--- src/rtl/alu_arbiter.sv ---
// Two-requester front end for one shared ALU: IDLE -> EXEC -> RESP, with a
// fixed two-cycle latency from accept to response. Define ALU_ARB_ROUND_ROBIN_EN for a round-robin tie-break.
module alu_arbiter #(
  parameter int BITS = 8
) (
  input  logic            clk,
  input  logic            rst,
  input  logic            req0_valid,
  input  logic            req1_valid,
  output logic            req0_ready,
  output logic            req1_ready,
  input  logic [BITS-1:0] req0_a,
  input  logic [BITS-1:0] req0_b,
  input  logic [BITS-1:0] req1_a,
  input  logic [BITS-1:0] req1_b,
  input  logic [3:0]      req0_ctrl,
  input  logic [3:0]      req1_ctrl,
  input  logic            req0_flagin,
  input  logic            req1_flagin,
  output logic [BITS-1:0] alu_a,
  output logic [BITS-1:0] alu_b,
  output logic [3:0]      alu_ctrl,
  output logic            alu_flagin,
  input  logic [BITS-1:0] alu_result,
  input  logic            alu_c,
  input  logic            alu_flags,
  output logic            resp_valid,
  input  logic            resp_ready,
  output logic            resp_id,
  output logic [BITS-1:0] resp_result,
  output logic            resp_c,
  output logic            resp_flags
);

  typedef enum logic [1:0] {IDLE, EXEC, RESP} state_t;

  typedef struct packed {
    logic [BITS-1:0] a;
    logic [BITS-1:0] b;
    logic [3:0]      ctrl;
    logic            flagin;
  } req_t;

  state_t          state;
  req_t [1:0]      req_in;
  logic [1:0]      vld;
  logic [1:0]      gnt;
  logic            gnt_id;
  logic            op_id;

  assign req_in[0] = '{a: req0_a, b: req0_b, ctrl: req0_ctrl, flagin: req0_flagin};
  assign req_in[1] = '{a: req1_a, b: req1_b, ctrl: req1_ctrl, flagin: req1_flagin};
  assign vld       = {req1_valid, req0_valid};

`ifdef ALU_ARB_ROUND_ROBIN_EN
  logic last;

  always_comb begin
    gnt = '0;
    if (state == IDLE) begin
      if (vld == 2'b11) gnt = last ? 2'b01 : 2'b10;
      else              gnt = vld;
    end
  end

  // last=1 out of reset so requester 0 wins the first tie
  always_ff @(posedge clk) begin
    if (rst)       last <= 1'b1;
    else if (|gnt) last <= gnt_id;
  end
`else
  always_comb begin
    gnt = '0;
    if (state == IDLE) gnt = {vld[1] & ~vld[0], vld[0]};
  end
`endif

  assign gnt_id     = gnt[1];
  assign req0_ready = gnt[0];
  assign req1_ready = gnt[1];

  // alu_* double as the operand registers: loaded on accept, cleared leaving EXEC
  always_ff @(posedge clk) begin
    if (rst) begin
      state       <= IDLE;
      op_id       <= 1'b0;
      alu_a       <= '0;
      alu_b       <= '0;
      alu_ctrl    <= '0;
      alu_flagin  <= 1'b0;
      resp_valid  <= 1'b0;
      resp_id     <= 1'b0;
      resp_result <= '0;
      resp_c      <= 1'b0;
      resp_flags  <= 1'b0;
    end else begin
      case (state)
        IDLE: begin
          if (|gnt) begin
            state      <= EXEC;
            op_id      <= gnt_id;
            alu_a      <= req_in[gnt_id].a;
            alu_b      <= req_in[gnt_id].b;
            alu_ctrl   <= req_in[gnt_id].ctrl;
            alu_flagin <= req_in[gnt_id].flagin;
          end
        end
        EXEC: begin
          state       <= RESP;
          alu_a       <= '0;
          alu_b       <= '0;
          alu_ctrl    <= '0;
          alu_flagin  <= 1'b0;
          resp_valid  <= 1'b1;
          resp_id     <= op_id;
          resp_result <= alu_result;
          resp_c      <= alu_c;
          resp_flags  <= alu_flags;
        end
        RESP: begin
          if (resp_ready) begin
            state       <= IDLE;
            resp_valid  <= 1'b0;
            resp_id     <= 1'b0;
            resp_result <= '0;
            resp_c      <= 1'b0;
            resp_flags  <= 1'b0;
          end
        end
        default: state <= IDLE;
      endcase
    end
  end

endmodule

--- config.mk ---
export PLATFORM = sky130hd
export DESIGN_NAME = alu_arbiter
export DESIGN_NICKNAME = d
export VERILOG_FILES = /design/src/rtl/alu_arbiter.sv
export SDC_FILE = /design/constraint.sdc
export NUM_CORES = 1
export LEC_CHECK = 0
export BUFFER_PORTS_ARGS = -buffer_cell sky130_fd_sc_hd__buf_2
export CAP_MARGIN = 20
export CORE_MARGIN = 4
export CORE_UTILIZATION = 45
export DETAILED_ROUTE_END_ITERATION = 12
export GPL_ROUTABILITY_DRIVEN = 0
export HOLD_SLACK_MARGIN = 0.06
export PLACE_DENSITY = 0.81
export SLEW_MARGIN = 0
export SYNTH_ARGS = -nofsm -noshare
export SYNTH_HDL_FRONTEND = slang
export SYNTH_SLANG_ARGS = --single-unit
--- constraint.sdc ---
create_clock -name clk -period 1.96 [get_ports clk]
set_input_delay 0.294 -clock clk [delete_from_list [all_inputs] [get_ports clk]]
set_output_delay 0.294 -clock clk [all_outputs]
set_load 0.05 [all_outputs]
==> summary.txt <==
Status
  • Status: finished clean

Routing
  • Vias/cell: 5.201
  • DR vias: 1498
  • DRC violation total after the first TritonRoute iteration: 70
  • WL/cell: 13.49 um
  • Routed Antenna Nets: 0
  • Residual DRC count: 0
  • Final WL: roughly 3.9 mm
  • Drt first pass iters: 4

STA
  • Fin crit period: 1.764 ns
  • Setup TNS: 0 ns
  • Least-Margin Pin Slew: 0.6915 ns
  • Fin crit share: around nine tenths
  • Final slew viol count: 0
  • RSZ-0062 raised after global routing: no
  • Setup violations, final: 0
  • Clock skew: 0.003687 ns
  • Max_slew headroom: 53.90%
  • Final Hold Viols: 0
  • F_max: 567.0 MHz
  • Worst setup margin: 0.1962 ns

Power and ir drop
  • Peak supply drop: 586.2 uV
  • Static Leakage: 0.0009276 uW
  • Pwr dens: 864.5 mW/mm2

Critical path
  • Crit-path max FO: 10
  • CP startpoint kind: flip-flop
  • Worst R2R Path Depth: 3
  • CP max stage cell: dfxtp_1
  • Worst reg2reg startpoint: state[1]
  • Cell chain of the critical path: buf_4 -> nor3b_2 -> buf_2
  • Crit Path Category: reg2out
  • Worst r2r dst: resp_result[7]
  • CP required: between 1.5 and 2 ns
  • Reg-to-reg slack, setup: 0.40 ns
  • CP Capture Type: output pin
  • Critical Path Max Stage Delay: roughly 0.4 ns
  • Start point of the critical path: state[0]
  • Setup crit end: req1_ready
  • WP data arrival: ~1.5 ns

Global routing
  • Global route hottest layer: met2
  • First-pass GRT wire length: between 5 and 6 mm
  • Global route overflow: 0
  • Met2 global-route usage: 31.48%
  • Grt met1 use: 20.09%
  • Largest net degree at the start of global routing: 23
  • Vias in the first global route: 1354
  • Global-route usage over all layers: 17.95%
  • Met3 Use GR: 4.103%
  • Initial antenna violation count: 0

Synth
  • Largest cells by area after synthesis: dfxtp_1 49%, o2bb2ai_1 12%, a22oi_1 11%, a2111oi_0 6.5%, a21oi_1 4.4%
  • Syn Area/Cell: 9.611 um2
  • Post-synthesis net count: 211
  • Post-synthesis cell area: 0.001480 mm2
  • Share of the synthesized area in the top cell type: 48.69%
  • Synthesized flop and latch total: 36
  • Syn. warnings: 0
  • Sequential area share after synthesis: roughly 50%
  • Leading area contributor after synthesis: dfxtp_1
  • Mapped Cells: between 150 and 200
  • Post-synth cell types: 18

Clock network
  • Root Buffer: clkbuf_4
  • Clk slew on worst S/H paths: about 0.10 ns
  • Clk_lat worst skew: 0.32 ns
  • H-tree Lvls: 2
  • Post-CTS setup buffers: 0
  • # resized after CTS: 0
  • Hold_buf cts: 0
  • Clock tree buffer depth: 2
  • Clk sinks: 36
  • CTS tree: yes
  • Num CTS Buffers: 5

Placed design
  • DP Area: 0.001959 mm2
  • IO buf count: 91
  • Setup WS pre-CTS: about 0.40 ns
  • Post-detailed-placement half-perimeter wirelength: 3.023 mm

Floorplan
  • Initial Utilization: 47.70%
  • Die H: 65.35 um
  • Num rows: 20
  • Core footprint: 0.003103 mm2
  • Ports: 92
  • Die width: around 65 um
  • Full die area: 0.004271 mm2

Final layout
  • Fin nets: 300
  • Fill cell instance count of the final layout: roughly 310
  • Area of the multi-input gates: 645.6 um2
  • Post-route cell area: 0.002018 mm2
  • Inserted Diodes: 0
  • Share of layout cells above drive strength 1: 43.44%
  • Register area: 720.7 um2
  • Area growth, synth to finish: 36.35%

Run
  • Max cap viols: 0

Hold path
  • Hold WC Path Type: in2reg
==> cells in the final DEF, fill, tap and decap left out, types with 2 or more instances in the layout <==
cell,instances
nor3b_2,2
a22oi_1,21
a2111oi_0,11
a21oi_1,13
clkbuf_4,5
o2bb2ai_1,21
nor2b_1,2
dfxtp_1,36
or3_1,3
buf_2,91
inv_1,12
nor2_1,14
clkbuf_1,2
buf_4,5
==> worst min path at each step <==
stage	from	to	slack (ns)	depth (start not counted)
CTS	req1_valid	state[0]	0.20	3
floorplan	rst	resp_result[2]	0.39	1
global route	req1_b[7]	alu_b[7]	0.22	3
finish	req1_valid	state[0]	0.21	3
global placement	alu_b[1]	alu_b[1]	0.44	1
detailed placement	alu_ctrl[1]	alu_ctrl[1]	0.44	1
==> state kept, by name (all words and copies together) (netlist names) <==
| name | flops |
|---|---|
| alu_a | 8 |
| alu_b | 8 |
| alu_ctrl | 4 |
| alu_flagin | 1 |
| op_id | 1 |
| resp_c | 1 |
| resp_flags | 1 |
| resp_id | 1 |
| resp_result | 8 |
| resp_valid | 1 |
| state | 2 |
==> per-stage QoR <==
stage          power [uW]  hold WS [ns]  util [%]  cells
2_1_floorplan        1220        0.3850         -    154
3_3_place_gp         1362        0.4400     63.15    280
3_5_place_dp         1369        0.4421     63.15    280
4_1_cts              1769        0.2013     65.04    288
5_1_grt              1841        0.2202     65.04    288
6_report             1745        0.2107     65.04    288
==> synth_stat cells <==
cell	instances
dfxtp_1	36
clkbuf_1	10
inv_1	12
nor2b_1	2
nor2_1	14
nor3b_1	2
nand2_1	1
a21oi_2	1
a2111oi_0	11
nor3_1	1
a21oi_1	13
o21ba_2	1
buf_4	1
o2bb2ai_1	21
or3_1	3
buf_6	3
a22oi_1	21
nand2b_1	1
==> critical path, delay by kind of cell (launching register included) <==
| kind | cells | cell delay (ns) |
|---|---|---|
| buf+inv | 2 | 0.51 |
| flops | 1 | 0.41 |
| simple gates | 1 | 0.22 |
==> kinds of logic after synthesis <==
family / count (synthesis) / share of synthesized area, %
AO/OA/AOI/OAI: 68 / 35.25
AND/OR/NAND/NOR: 24 / 7.692
buffers and inverters: 26 / 8.369
flip-flops: 36 / 48.69
==> power by group <==
part / switching (uW) / total [uW] / leakage [uW] / internal (uW)
registers: 42.5 / 838 / 0.000296 / 796
clock network: 220 / 397 / 0.0000326 / 177
logic: 359 / 510 / 0.000599 / 150
==> final cells by class <==
class / count / share of cell area [%]
Sequential cell: 36 / 35.71
Multi-Input combinational cell: 92 / 31.99
Timing Repair Buffer: 96 / 24.43
Clock buffer: 8 / 2.914
Tap cell: 44 / 2.728
Inverter: 12 / 2.232
==> layer usage <==
layer / vias to the layer above / wire length (um)
met3: 5 / 217
met2: 50 / 1918
met1: 684 / 1712
met5: - / 0
li1: 759 / -
met4: 0 / 38
(Power assumes the default switching activity.)
